==> config.mk <==
export PLATFORM = sky130hd
export DESIGN_NAME = imem_loader
export DESIGN_NICKNAME = d
export VERILOG_FILES = /design/src/rtl/imem_loader_pkg.sv /design/src/rtl/imem_loader.sv
export SDC_FILE = /design/constraint.sdc
export NUM_CORES = 1
export LEC_CHECK = 0
export BUFFER_PORTS_ARGS = -buffer_cell sky130_fd_sc_hd__buf_2
export CAP_MARGIN = 20
export CORE_UTILIZATION = 57
export CTS_BUF_LIST = sky130_fd_sc_hd__clkbuf_4
export CTS_CLUSTER_DIAMETER = 150
export DETAILED_ROUTE_END_ITERATION = 8
export GPL_TIMING_DRIVEN = 0
export PLACE_DENSITY = 0.84
export SLEW_MARGIN = 20
export SYNTH_ARGS = -nofsm -noshare
export SYNTH_HDL_FRONTEND = slang
export SYNTH_SLANG_ARGS = --single-unit
==> constraint.sdc <==
create_clock -name clk -period 2.5 [get_ports clk]
set_input_delay 0.5 -clock clk [delete_from_list [all_inputs] [get_ports clk]]
set_output_delay 0.5 -clock clk [all_outputs]
set_load 0.02 [all_outputs]
==> src/rtl/imem_loader_pkg.sv <==
// imem_loader_pkg
//   Shared types and constants for the boot-time instruction memory loader.
//   - state_e    : loader FSM states
//   - ERR_*      : values driven on err_code
//   - HDR_BYTES  : length of the little-endian word-count header
//   - CNT_W      : width of the payload byte counter (16-bit word count * 4)
package imem_loader_pkg;

  typedef enum logic [2:0] {
    ST_IDLE,
    ST_LEN0,
    ST_LEN1,
    ST_DATA,
    ST_CSUM,
    ST_DONE,
    ST_ERR
  } state_e;

  localparam logic [1:0] ERR_NONE = 2'b00;
  localparam logic [1:0] ERR_CSUM = 2'b01;
  localparam logic [1:0] ERR_SIZE = 2'b10;

  localparam int HDR_BYTES = 2;
  localparam int CNT_W     = 18;

endpackage

==> src/rtl/imem_loader.sv <==
// imem_loader
//   Boot-time program loader. Consumes an 8-bit valid/ready byte stream
//   carrying [N lo, N hi, 4*N payload bytes, XOR checksum], writes the
//   payload to instruction memory at byte addresses 0.., and keeps the core
//   held until a verified image is in place.
//
// Ports
//   clk          : system clock, rising edge
//   reset        : asynchronous active-low reset
//   start        : one-cycle pulse, begins a load from IDLE/DONE/ERR
//   rx_data      : stream byte
//   rx_valid     : rx_data valid
//   rx_ready     : loader accepts a byte this cycle (registered)
//   mem_wr_en    : one-cycle byte write strobe
//   mem_wr_addr  : byte address (payload count, zero-extended)
//   mem_wr_data  : byte to write
//   cpu_hold     : holds the PC at 0 / suppresses fetch; low only in DONE
//   done         : image loaded and checksum verified
//   err_code     : 00 none, 01 checksum mismatch, 10 image too large
//   words_loaded : number of complete 32-bit words written
//
// state | meaning
// ------+-----------------------------------------------------------
// IDLE  | after reset, waiting for start
// LEN0  | waiting for word-count low byte
// LEN1  | waiting for word-count high byte, size check on handshake
// DATA  | writing payload bytes to memory
// CSUM  | waiting for checksum byte
// DONE  | image verified, core released
// ERR   | load failed (err_code set), core stays held
module imem_loader
  import imem_loader_pkg::*;
#(
  parameter int DEPTH_BYTES = 80,
  parameter int ADDR_W      = 64
) (
  input  logic              clk,
  input  logic              reset,
  input  logic              start,
  input  logic [7:0]        rx_data,
  input  logic              rx_valid,
  output logic              rx_ready,
  output logic              mem_wr_en,
  output logic [ADDR_W-1:0] mem_wr_addr,
  output logic [7:0]        mem_wr_data,
  output logic              cpu_hold,
  output logic              done,
  output logic [1:0]        err_code,
  output logic [15:0]       words_loaded
);

  localparam logic [CNT_W-1:0] DEPTH_LIM = CNT_W'(DEPTH_BYTES);

  state_e             state_q, state_d;
  logic [15:0]        len_q, len_d;
  logic [CNT_W-1:0]   cnt_q, cnt_d;
  logic [7:0]         xor_q, xor_d;
  logic               rdy_q, rdy_d;
  logic               wr_en_q, wr_en_d;
  logic [ADDR_W-1:0]  wr_addr_q, wr_addr_d;
  logic [7:0]         wr_data_q, wr_data_d;
  logic               hold_q, hold_d;
  logic               done_q, done_d;
  logic [1:0]         err_q, err_d;
  logic [15:0]        words_q, words_d;

  logic               hs;
  logic [15:0]        n_full;
  logic [CNT_W-1:0]   img_bytes;
  logic               last_payload;

  // rdy_q is registered from the next state, so it is exactly the
  // "state is LEN0..CSUM" flag without any path from rx_* to rx_ready.
  assign hs           = rx_valid & rdy_q;
  assign n_full       = {rx_data, len_q[7:0]};
  assign img_bytes    = {n_full, 2'b00};
  assign last_payload = (cnt_q == ({len_q, 2'b00} - CNT_W'(1)));

  always_comb begin
    state_d   = state_q;
    len_d     = len_q;
    cnt_d     = cnt_q;
    xor_d     = xor_q;
    wr_en_d   = 1'b0;
    wr_addr_d = wr_addr_q;
    wr_data_d = wr_data_q;
    hold_d    = hold_q;
    done_d    = done_q;
    err_d     = err_q;
    words_d   = words_q;

    case (state_q)
      ST_IDLE, ST_DONE, ST_ERR: begin
        if (start) begin
          state_d = ST_LEN0;
          len_d   = '0;
          cnt_d   = '0;
          xor_d   = '0;
          hold_d  = 1'b1;
          done_d  = 1'b0;
          err_d   = ERR_NONE;
          words_d = '0;
        end
      end
      ST_LEN0: begin
        if (hs) begin
          len_d[7:0] = rx_data;
          xor_d      = xor_q ^ rx_data;
          state_d    = ST_LEN1;
        end
      end
      ST_LEN1: begin
        if (hs) begin
          len_d[15:8] = rx_data;
          xor_d       = xor_q ^ rx_data;
          if (n_full == 16'd0) begin
            state_d = ST_CSUM;
          end else if (img_bytes > DEPTH_LIM) begin
            state_d = ST_ERR;
            err_d   = ERR_SIZE;
          end else begin
            state_d = ST_DATA;
          end
        end
      end
      ST_DATA: begin
        if (hs) begin
          wr_en_d   = 1'b1;
          wr_addr_d = ADDR_W'(cnt_q);
          wr_data_d = rx_data;
          cnt_d     = cnt_q + CNT_W'(1);
          xor_d     = xor_q ^ rx_data;
          if (cnt_q[1:0] == 2'd3) begin
            words_d = words_q + 16'd1;
          end
          if (last_payload) begin
            state_d = ST_CSUM;
          end
        end
      end
      ST_CSUM: begin
        if (hs) begin
          if (rx_data == xor_q) begin
            state_d = ST_DONE;
            done_d  = 1'b1;
            hold_d  = 1'b0;
          end else begin
            state_d = ST_ERR;
            err_d   = ERR_CSUM;
          end
        end
      end
      default: begin
        state_d = ST_IDLE;
      end
    endcase

    rdy_d = (state_d == ST_LEN0) || (state_d == ST_LEN1) ||
            (state_d == ST_DATA) || (state_d == ST_CSUM);
  end

  always_ff @(posedge clk or negedge reset) begin
    if (!reset) begin
      state_q   <= ST_IDLE;
      len_q     <= '0;
      cnt_q     <= '0;
      xor_q     <= '0;
      rdy_q     <= 1'b0;
      wr_en_q   <= 1'b0;
      wr_addr_q <= '0;
      wr_data_q <= '0;
      hold_q    <= 1'b1;
      done_q    <= 1'b0;
      err_q     <= ERR_NONE;
      words_q   <= '0;
    end else begin
      state_q   <= state_d;
      len_q     <= len_d;
      cnt_q     <= cnt_d;
      xor_q     <= xor_d;
      rdy_q     <= rdy_d;
      wr_en_q   <= wr_en_d;
      wr_addr_q <= wr_addr_d;
      wr_data_q <= wr_data_d;
      hold_q    <= hold_d;
      done_q    <= done_d;
      err_q     <= err_d;
      words_q   <= words_d;
    end
  end

  assign rx_ready     = rdy_q;
  assign mem_wr_en    = wr_en_q;
  assign mem_wr_addr  = wr_addr_q;
  assign mem_wr_data  = wr_data_q;
  assign cpu_hold     = hold_q;
  assign done         = done_q;
  assign err_code     = err_q;
  assign words_loaded = words_q;

endmodule

Word-level counts from Yosys, hierarchy flattened
Cells that the tools add are included.
{"block": "totals", "reg_bits": 93, "latchBits": 0, "ram_bits": 0, "mem_count": 0, "output_inout_bits": 94, "rom_bits": 0, "elab_cells": 104, "inputBits": 12}
{"block": "classes", "order_cmp": 1, "eq_ne": 24, "reduce_logical": 21, "n_addsub": 3, "n_div": 0, "bitwise": 2, "shift": 0, "n_mux": 40, "mul": 0}
{"operator": "$mux W16", "n": 3}
{"operator": "$pmux W8 S2", "n": 3}
{"operator": "$mux W18", "n": 2}
{"operator": "$pmux W18 S2", "n": 1}
{"operator": "$pmux W16 S2", "n": 1}
{"operator": "$mux W3", "n": 8}
{"operator": "$mux W8", "n": 3}
{"operator": "$ne A2 B2 Y1 const B", "n": 10}
{"operator": "$add A18 B1 Y18 const B", "n": 1}
{"operator": "$eq A18 B18 Y1", "n": 1}
{"operator": "$gt A18 B7 Y1 const B", "n": 1}
{"operator": "$sub A18 B1 Y18 const B", "n": 1}
{"operator": "$add A16 B1 Y16 const B", "n": 1}
{"operator": "$logic_not A16 Y1", "n": 1}
{"operator": "$pmux W3 S5", "n": 1}
{"operator": "$mux W2", "n": 7}
{"operator": "$eq A3 B2 Y1 const B", "n": 4}
{"operator": "$eq A3 B3 Y1 const B", "n": 4}
{"operator": "$reduce_and A3 Y1", "n": 4}
{"operator": "$reduce_bool A2 Y1", "n": 5}
{"operator": "$eq A8 B8 Y1", "n": 1}
{"operator": "$mux W1", "n": 8}
{"operator": "$reduce_and A4 Y1", "n": 2}
{"operator": "$xor A8 B8 Y8", "n": 1}
{"operator": "other kinds (12)", "n": 17}

Logic depth before layout (Yosys ltp)
Gate-level depths: netlist of run 1.
{"block": "logic_depth", "ltp_word": 9, "ltp_mapped": 10, "ltp_nobuf": 9}

Worst setup path after synthesis of run 1
No wires, ideal clock.
{"block": "synth_path", "path_type": "flip-flop to flip-flop", "start": "reg len_q[0]", "end": "reg state_q[1]", "path_buffers": 0, "required_ns": 2.369, "synth_period_minus_slack_ns": 2.302, "setup_ns": 0.131, "setup_slack_ns": 0.198, "path_stages_with_launch": 10, "arrival_time_ns": 2.171, "path_cell_list": "dfrtp_1 > inv_1 > ha_1 > nor4b_1 > or2b_1 > xnor2_1 > nor3_1 > o2111ai_1 > o21ai_1 > nand2_1"}
{"block": "synth_between", "elab_chain_len": 5, "word_cells_on_any_way": 8, "classes_between": "add/sub (1); eq/ne (1); mux (5); reduce/logical (1)"}
{"item": "start: declaration", "line": "imem_loader.sv:55", "text": "logic [15:0] len_q, len_d;"}
{"item": "start signal: assignment", "line": "imem_loader.sv:178", "text": "len_q <= len_d;"}
{"item": "$sub A18 B1 Y18", "line": "imem_loader.sv:77", "text": "assign last_payload = (cnt_q == ({len_q, 2'b00} - CNT_W'(1)));"}
{"item": "$eq A18 B18 Y1", "line": "imem_loader.sv:77"}
{"item": "$mux W3", "line": "imem_loader.sv:136", "text": "if (last_payload) begin"}
{"item": "$mux W3", "line": "imem_loader.sv:127", "text": "if (hs) begin"}
{"item": "$pmux W3 S5 (*)", "line": "imem_loader.sv:92", "text": "case (state_q)"}
{"item": "via state_d[1]", "line": "imem_loader.sv:54", "text": "state_e state_q, state_d;"}
{"item": "end signal: assignment", "line": "imem_loader.sv:177", "text": "state_q <= state_d;"}
{"item": "end: declaration", "line": "imem_loader.sv:54"}
Mark *: on every way through the listed nets, which the timed path passes. The rest lies on a longest branch.
A chain may end at the register's enable or synchronous reset.

Worst setup path in the final report of run 1
Same ends and word-level chain as after synthesis.

==> results.md, run 1 <==
* Post-synth EDFFs at 0
* Clk_skew at 16.8 ps
* Grt met2 use at 0.419
* TritonCTS buffer count at 9
* Crit path cell chain: inv_1 -> ha_2 -> nor4b_4 -> or2b_1 -> xnor2_1 -> nor3_1 -> o2111ai_1 -> o21ai_2 -> nand2_1
* Top delay family on crit path: simple AND/OR/NAND/NOR gates
* Post-layout min period at 2390 ps
* FMAX at 418 MHz
* Row cnt at 34
* TritonCTS Sinks at 93
* Port Buffers at 58
* Clk pin slew, worst setup/hold paths at 140 ps
* Final Wtd Congestion at 0.921
* DR WL/cell at 14.4 um
* Ys Warns at 0
* CTS tree: yes
* Leak Pwr at 3.06 nW
* Final core occ at 0.685
* DR vias at 4,287
* Final Hold Viols at 0
* Tot GR Track Use at 0.245
* Post-synthesis sequential area ratio at 0.441
* Design area at 6060 um2
* Drt drc at 3
* CTS Buffer Depth at 2
* Largest net degree at the start of global routing at 53
* Fin Hold WS at 71.8 ps
* Diodes inserted at 0
* Fill count at 733
* Number of global-route vias before repair at 4,089
* FF+latch count, synth at 93
* CP Launch Type: flop
* Pre-antenna DRT Iters at 9
* Die Wd at 98.3 um
* I/O Pins at 106
* Final net count at 692
* Worst-Skew Late Latency at 440 ps
* Seq. cell area at 2330 um2
* Share of cells above drive strength 1 at 0.251
* Critical Path Fanout Max at 6
* Worst Path Required at 2810 ps
* CP startpoint: len_q[0]
* Crit Reg-Reg Startpoint: len_q[0]
* # Max-Cap Violations at 0
* Final wirelength at 11,300 um
* Core area at 8850 um2
* PwrDens at 1020 nW/um2
* Top_reg_cell synth: dfrtp_1
* Crit. End Element: flop
* Hold crit path type: primary input to asynchronous set/reset pin
* 1st-iter DRT viols at 302
* Gr busiest metal: met2
* Multi-input logic area at 2660 um2
* CP Buf/Inv Count at 1
* Worst-margin pin slew at 663 ps
* Post-synthesis cell area at 5280 um2
* Final setup vio count at 0
* Max-Slew Margin vs Limit at 0.558
* Post-Synthesis Cells at 561
* Chip height at 98.3 um
* CP peak stage delay at 460 ps
* Dpl hpwl at 8440 um
* Antenna violations before repair at 0
* Vias per cell at 5.44
* Area of the die at 9660 um2
* Worst vdd rail ir drop at 649 uV
* Final worst-path cycle share at 0.957
* Syn avg cell area at 9.42 um2
* Slowest-stage cell, CP: dfrtp_1
* Critical Path AT at 2700 ps
* CP Class: flop to flop
* Cells after DPL at 773
* Root Driver: clkbuf_4
* Met1 Usage GRT at 0.321
* Global-route wire length before repair at 19,000 um
* Post-route non-filler standard cell count at 788
* Sum of negative setup slack at 0 ps
* Placed Area at 5900 um2
* Post-synth ARST share at 1.00
* Remaining Overflow, GRT at 0
* Status: complete, but fails checks
* H-Tree Depth at 3
* Synth cell types at 55
* Final ANT Viol Nets at 0
* Initial core utilization at 0.597
* Failing checks: DRC
* Pins Over Slew Limit at 0
* Synth-to-Final Area Change at 14.8%
* M3 GR Usage at 0.0401
[cells in the mapped netlist, types with 2 or more instances]
master / count / area [um2]
buf_2: 3 / 15.0
o21ai_0: 52 / 260
and2_1: 3 / 18.8
a31oi_1: 2 / 12.5
mux2_2: 26 / 293
nand4_1: 8 / 50.1
o21a_1: 2 / 15.0
and4_1: 4 / 35.0
xor2_1: 25 / 219
buf_6: 2 / 22.5
o22a_1: 2 / 17.5
o21ai_1: 2 / 10.0
xnor2_1: 28 / 245
and3_1: 13 / 81.3
nand2_1: 52 / 195
dfrtp_1: 92 / 2300
clkbuf_1: 17 / 63.8
mux2i_1: 3 / 30.0
nor2b_1: 2 / 12.5
nor2_1: 50 / 188
a21boi_0: 2 / 15.0
nor3_1: 11 / 55.1
a21o_1: 2 / 15.0
or3_1: 9 / 56.3
o22ai_1: 2 / 12.5
nand3_1: 20 / 100
nand2b_1: 16 / 100
inv_1: 17 / 63.8
buf_4: 47 / 353
nor4_1: 6 / 37.5
a21oi_1: 11 / 55.1
ha_1: 3 / 37.5
and3b_1: 3 / 26.3
nand4b_1: 2 / 17.5
or2_2: 2 / 12.5
[final cells by class]
| class | instances | area share |
|---|---|---|
| flip-flops and latches | 93 | 0.384 |
| plain buffers | 69 | 0.0749 |
| clock buffers | 10 | 0.0124 |
| well taps | 108 | 0.0223 |
| multi-input cells | 427 | 0.438 |
| clock inverters | 4 | 0.00454 |
| inverters | 17 | 0.0105 |
| repair buffers | 60 | 0.0528 |
[logic make-up (layout without fill, tap and decap cells)]
kind of cell,Yosys count,in the layout,synth area share
muxes,29,29,0.0611
buffers and inverters,86,160,0.0980
AOI/OAI and AO/OA,88,88,0.102
DFF,93,93,0.441
other,1,46,0.000710
adders and majority gates,3,3,0.00710
xor gates and xnor gates,54,54,0.0924
and+or+nand+nor,207,207,0.198
[cells in the final DEF, fill, tap and decap left out, types with 17 or more instances in the layout]
master,count
dfrtp_1,91
buf_2,60
nand2_1,52
o21ai_0,51
nor2_1,49
buf_4,49
conb_1,46
xnor2_1,27
mux2_2,26
xor2_1,25
nand3_1,20
inv_1,17
clkbuf_1,17
[sequential cells by signal, summed over array words and instances, names as in the netlist, 2 cells and up]
signal / flops
err_code: 2
mem_wr_addr: 18
words_loaded: 16
xor_q: 8
cnt_q: 18
mem_wr_data: 8
state_q: 3
len_q: 16
[timing repair]
item | CTS | global route
pin swaps | 0 | 3
hold buffers | 0 | 0
setup endpoints to repair | 22 | 3
setup buffers | 0 | 1
resized for setup | 3 | 9
[per-stage QoR]
| stage | setup slack [ps] | total power, mW |
|---|---|---|
| detailed placement | -451 | 5.29 |
| global placement | -379 | 5.15 |
| global route | -6.67 | 6.67 |
| finish | 108 | 6.21 |
| CTS | 27.5 | 6.05 |
| floorplan | 198 | 4.53 |
[report_power, final]
part           internal (mW)  leakage, nW  total [mW]  switching (mW)
sequential              1.84         1.25        2.19           0.340
clock                  0.204       0.0520       0.693           0.489
combinational           1.38         1.76        3.34            1.95
[layer usage]
layer,up-vias,part of all wire
li1,2058,-
met1,2075,0.44
met2,135,0.49
met3,19,0.055
met4,0,0.014
met5,-,0
[path summary, 6_finish.rpt]
| check | cells after the start | endpoint | slack, ps |
|---|---|---|---|
| max in group asynchronous | 2 | len_q[14] | 1760 |
| min | 1 | words_loaded[8] | 70 |
| max reg2reg | 9 | state_q[1] | 110 |
| min reg2reg | 1 | done | 490 |
| max | 9 | state_q[1] | 110 |
| min in group clk | 3 | len_q[4] | 360 |
No activity file was read; power rests on OpenSTA's default activity.
==> inputs of run 2 (changes only) <==
CORE_MARGIN = 1   (was default)
RECOVER_POWER = 50   (was default)
==> run 2 against run 1 <==
Effect of this change:
- the run still ends with DRC left
- global-route usage unchanged
- non-clock buffer count unchanged
- largest power group unchanged
- combinational power about the same
- sequential share of layout area increased by 0.30 points
==> results.md, run 2 (synthesized netlist as in run 1, its figures left out) <==
* Clk_skew at 17.5 ps (+0.736 ps)
* Remaining Overflow, GRT at 0 (unchanged)
* Area of the die at 9660 um2 (unchanged)
* Power Total at 6.19 mW (-0.44%)
* Final ANT Viol Nets at 0 (unchanged)
* Final setup vio count at 0 (unchanged)
* Number of global-route vias before repair at 4,089 (unchanged)
* Status: complete, but fails checks
* Count of hold-fix buffers inserted at cts at 0 (unchanged)
* Critical Path Fanout Max at 5 (-1)
* Largest net degree at the start of global routing at 53 (unchanged)
* Dpl hpwl at 8440 um (unchanged)
* TritonCTS buffer count at 9 (unchanged)
* Vias per cell at 5.44 (about the same)
* Critical Path AT at 2710 ps (about the same)
* Antenna violations before repair at 0 (unchanged)
* CTS tree: yes
* Final Wtd Congestion at 0.921 (unchanged)
* Die Wd at 98.3 um (unchanged)
* H-Tree Depth at 3 (unchanged)
* Synth-to-Final Area Change at 13.9%
* Diodes inserted at 0 (unchanged)
* Final net count at 692 (unchanged)
* Global-route wire length before repair at 19,000 um (unchanged)
* Drt drc at 3 (unchanged)
* Slowest-stage cell, CP: or4_4
* CTS Buffer Depth at 2 (unchanged)
* # Max-Cap Violations at 0 (unchanged)
* FMAX at 415 MHz (-0.78%)
* Final core occ at 0.680 (-0.00523)
* Pins Over Slew Limit at 0 (unchanged)
* Clk pin slew, worst setup/hold paths at 140 ps (about the same)
* Port Buffers at 58 (unchanged)
* TritonCTS Sinks at 93 (unchanged)
* Worst-Skew Late Latency at 440 ps (about the same)
* Final Hold Viols at 0 (unchanged)
* Share of cells above drive strength 1 at 0.218 (-0.0338)
* Core area at 8850 um2 (unchanged)
* Commonest non-fill, non-tap cell in the layout: dfrtp_1
* DR vias at 4,289 (+0.047%)
* Worst vdd rail ir drop at 630 uV (-3.0%)
* Crit path cell chain: or4_4 -> or3_1 -> nand2b_1 -> xnor2_2 -> nand4_1 -> o21ai_2 -> nand2_1
* Row cnt at 34 (unchanged)
* Worst Path Required at 2800 ps (about the same)
* Post-layout min period at 2410 ps (+18.7 ps)
* I/O Pins at 106 (unchanged)
* Worst-margin pin slew at 1260 ps (+595 ps)
* CP Class: flop to flop
* Pre-antenna DRT Iters at 9 (unchanged)
* PwrDens at 1030 nW/um2 (+0.32%)
* Crit. End Element: flop
* Root Driver: clkbuf_4
* CP peak stage delay at 590 ps (+130 ps)
* Leak Pwr at 2.97 nW (-3.1%)
* Hold crit path type: primary input to asynchronous set/reset pin
* Tot GR Track Use at 0.245 (unchanged)
* 1st-iter DRT viols at 325 (+7.6%)
* Chip height at 98.3 um (unchanged)
* Initial core utilization at 0.597 (unchanged)
* Failing checks: DRC
* Max-Slew Margin vs Limit at 0.161 (-0.397)
* CP Launch Type: flop
* Final wirelength at 11,300 um (-0.36%)
* DR WL/cell at 14.3 um (-0.36%)
* Final worst-path cycle share at 0.964 (+0.00749)
* Most frequent cells in the layout: 91 x dfrtp_1, 52 x nand2_1, 51 x o21ai_0
run 2: cell count changes in the layout (fill, tap and decap cells not counted):
| cell | change |
|---|---|
| buf_12 | -1 |
| buf_4 | -1 |
| clkbuf_1 | +23 |
| clkbuf_2 | +2 |
| buf_2 | -23 |
run 2: metrics by stage:
step / worst slack, ps / setup TNS (ps) / area (um2) / hold slack, ps / instances
finish: 88.9 / 0 / 6020 / 301 / 788
global route: -6.67 / -6.67 / 6020 / 373 / 788
CTS: 27.5 / 0 / 6020 / 83.9 / 787
detailed placement: -451 / -1790 / 5900 / 467 / 773
global placement: -379 / -941 / 5880 / 460 / 772
floorplan: 198 / 0 / 5450 / 204 / 606
run 2: what timing repair did:
item                       CTS  global route
pin swaps                    0             3
setup buffers                0             1
resized for setup            3             9
setup endpoints to repair   22             3
run 2: routing by layer:
metal	wire, um	part of all wire	track usage	vias to the layer above
met3	576	0.051	0.0401	19
met5	0	0	0	-
li1	-	-	-	2056
met4	165	0.015	0.0735	0
met1	4950	0.44	0.321	2081
met2	5590	0.50	0.419	133
run 2: where the power goes:
part	switching (mW)	total, mW	internal, mW
clock network	0.489	0.692	0.204
registers	0.342	2.19	1.84
logic	1.95	3.31	1.36
total	2.78	6.19	3.41
run 2: final timing paths:
| kind | from | endpoint | slack, ps | depth (start not counted) |
|---|---|---|---|---|
| worst min-delay path | reset | words_loaded[8] | 300 | 1 |
| worst min register to register | err_code[0] | err_code[0] | 490 | 1 |
| min in group clk | rx_data[4] | len_q[4] | 360 | 3 |
| worst max-delay path | len_q[8] | state_q[1] | 90 | 7 |
| worst max register to register | len_q[8] | state_q[1] | 90 | 7 |
| max in group asynchronous | reset | len_q[8] | 510 | 2 |
run 2: area by class of cell:
cell class              instances  area (um2)
clock buffers                  10        75.1
clock inverters                 4        27.5
fillers                       743        2830
inverters                      17        63.8
flip-flops and latches         93        2330
multi-input cells             427        2660
repair buffers                 60         274
plain buffers                  69         454
well taps                     108         135
run 2: worst max-delay path, delay by kind of cell (launching register included):
kind | cells | cell delay, ps
DFF | 1 | 470
xor gates and xnor gates | 1 | 190
AOI/OAI and AO/OA | 1 | 200
and+or+nand+nor | 5 | 1410
==> inputs of run 3 (changes only) <==
CORE_ASPECT_RATIO = 0.6   (was default)
==> run 3 against run 2 <==
Effect of this change:
- the run now ends clean
- die area up 0.13%
- critical path depth unchanged
- cell count up 1.1%
- non-clock buffer count up 3
- first-iteration DRC count up 17%
- final area up 1.4%
- utilization up 1.7 points
- worst hold slack worse by 100 ps
- setup slack better by 9.1 ps
- count of clock-buffer cells in the layout unchanged
- global-route usage up 2.2 points
- largest cell class unchanged
==> results.md, run 3 (synthesized netlist as in run 1, its figures left out) <==
* Status: complete, no violations
* Clk_skew at 20.4 ps (+2.92 ps)
* Worst reg-to-reg setup slack at 100 ps (about the same)
* Worst-Skew Late Latency at 470 ps (+30 ps)
* Core area at 8750 um2 (-1.1%)
* Power Total at 6.50 mW (+5.0%)
* DR vias at 4,404 (+2.7%)
* CP startpoint: len_q[8]
* Tot GR Track Use at 0.267 (+0.0219)
* Chip height at 76.6 um (-22%)
* Final setup vio count at 0 (unchanged)
* Clk pin slew, worst setup/hold paths at 160 ps (+20 ps)
* Final Hold Viols at 0 (unchanged)
* Pre-antenna DRT Iters at 5 (-4)
* # Max-Cap Violations at 0 (unchanged)
* DR WL/cell at 15.6 um (+8.8%)
* CP Launch Type: flop
* Antenna violations before repair at 0 (unchanged)
* Global-route wire length before repair at 20,200 um (+6.0%)
* Slowest-stage cell, CP: or4_4
* CTS Buffer Depth at 2 (unchanged)
* Commonest non-fill, non-tap cell in the layout: dfrtp_1
* Crit. End Element: flop
* Most frequent cells in the layout: 91 x dfrtp_1, 52 x nand2_1, 51 x o21ai_0, 51 x buf_4, 49 x nor2_1
* Post-layout min period at 2400 ps (-9.12 ps)
* I/O Pins at 106 (unchanged)
* Root Driver: clkbuf_4
* TritonCTS buffer count at 9 (unchanged)
* Number of global-route vias before repair at 4,024 (-1.6%)
* Cells after DPL at 777 (+0.52%)
* Critical Path AT at 2750 ps (+40 ps)
* Synth-to-Final Area Change at 15.4%
* 1st-iter DRT viols at 379 (+17%)
* Hold crit path type: primary input to asynchronous set/reset pin
* Drt drc at 0 (-3)
* Row cnt at 26 (-24%)
* Worst vdd rail ir drop at 652 uV (+3.6%)
* Area of the die at 9670 um2 (+0.13%)
* Post-route non-filler standard cell count at 797 (+1.1%)
* Final Wtd Congestion at 0.917 (-0.43%)
* CTS tree: yes
* PwrDens at 1070 nW/um2 (+3.6%)
* Worst-margin pin slew at 1110 ps (-152 ps)
* Final ANT Viol Nets at 0 (unchanged)
* Vias per cell at 5.53 (+1.5%)
* Leak Pwr at 3.01 nW (+1.2%)
* CP peak stage delay at 570 ps (-20 ps)
* H-Tree Depth at 3 (unchanged)
* Die Wd at 126 um (+29%)
* CP Class: flop to flop
* Final worst-path cycle share at 0.961 (-0.00365)
* Final wirelength at 12,400 um (+10%)
* Remaining Overflow, GRT at 0 (unchanged)
* CP Buf/Inv Count at 0 (unchanged)
* Final net count at 695 (+0.43%)
* TritonCTS Sinks at 93 (unchanged)
* Max-Slew Margin vs Limit at 0.263 (+0.102)
* Crit path cell chain: or4_4 -> or3_1 -> nand2b_1 -> xnor2_2 -> nand4_1 -> o21ai_2 -> nand2_1
* Critical Path Fanout Max at 5 (unchanged)
* Unrepaired setup endpoints after global routing: true
* Fill count at 678 (-8.7%)
* Diodes inserted at 0 (unchanged)
* Crit Reg-Reg Startpoint: len_q[8]
* Port Buffers at 58 (unchanged)
* Share of cells above drive strength 1 at 0.228 (+0.0101)
* Worst Path Required at 2850 ps (+50 ps)
* Initial core utilization at 0.604 (+0.00666)
* Top delay family on crit path: simple AND/OR/NAND/NOR gates
* Pins Over Slew Limit at 0 (unchanged)
* Dpl hpwl at 9150 um (+8.4%)
* Count of hold-fix buffers inserted at cts at 0 (unchanged)
* Largest net degree at the start of global routing at 54 (+1.9%)
* FMAX at 416 MHz (+0.38%)
==> run 3: per-layer routing <==
layer	global-route usage	vias to the layer above	wire, um	part of all wire
met4	0.0627	0	133	0.011
met1	0.380	2150	5690	0.46
met2	0.415	178	5780	0.47
met5	0	-	0	0
li1	-	2061	-	-
met3	0.0583	15	818	0.066
==> run 3: timing repair <==
action / in CTS / in global routing
setup endpoints to repair: 22 / 29
buffers inserted: 2 / 2
hold endpoints to repair: 0 / 0
gates resized for setup: 4 / 12
pin swaps: 0 / 1
==> run 3: final timing paths <==
kind                                     to  depth (start not counted)
min                        words_loaded[15]                          1
max                              state_q[0]                          7
max reg2reg                      state_q[0]                          7
min reg2reg                     err_code[0]                          1
max in group asynchronous   mem_wr_addr[17]                          2
min in group clk                   len_q[3]                          3
==> run 3: layout make-up <==
| cell class | count | area, um2 | share of cell area |
|---|---|---|---|
| clock inverter | 6 | 38.8 | 0.00636 |
| multi-input combinational | 427 | 2680 | 0.439 |
| timing repair buffer | 63 | 319 | 0.0523 |
| sequential | 93 | 2330 | 0.382 |
| tap | 112 | 140 | 0.0230 |
| buffer | 69 | 454 | 0.0745 |
| clock buffer | 10 | 75.1 | 0.0123 |
| inverter | 17 | 63.8 | 0.0105 |
==> run 3: worst reg2reg max path: cells and delay by family, from the launching register on <==
| kind | cells | cell delay (ps) |
|---|---|---|
| xor gates and xnor gates | 1 | 190 |
| AOI/OAI and AO/OA | 1 | 200 |
| and+or+nand+nor | 5 | 1410 |
| DFF | 1 | 470 |
==> run 3: per-stage QoR <==
stage | setup TNS [ps] | hold WS (ps) | instance area (um2) | utilization | setup WS (ps)
global placement | -2690 | 456 | 5880 | 0.672 | -389
detailed placement | -4080 | 473 | 5910 | 0.676 | -464
finish | 0 | 201 | 6100 | 0.697 | 98.0
floorplan | 0 | 204 | 5450 | - | 198
CTS | 0 | 7.29 | 6070 | 0.693 | 28.3
global route | -46.2 | 276 | 6100 | 0.697 | -25.3
==> run 3: where the power goes <==
| part | total [mW] | internal (mW) | leakage [nW] | switching (mW) |
|---|---|---|---|---|
| Sequential | 2.19 | 1.84 | 1.25 | 0.345 |
| Combinational | 3.57 | 1.45 | 1.69 | 2.12 |
| Clock | 0.742 | 0.214 | 0.0642 | 0.527 |
| Total | 6.50 | 3.51 | 3.01 | 2.99 |
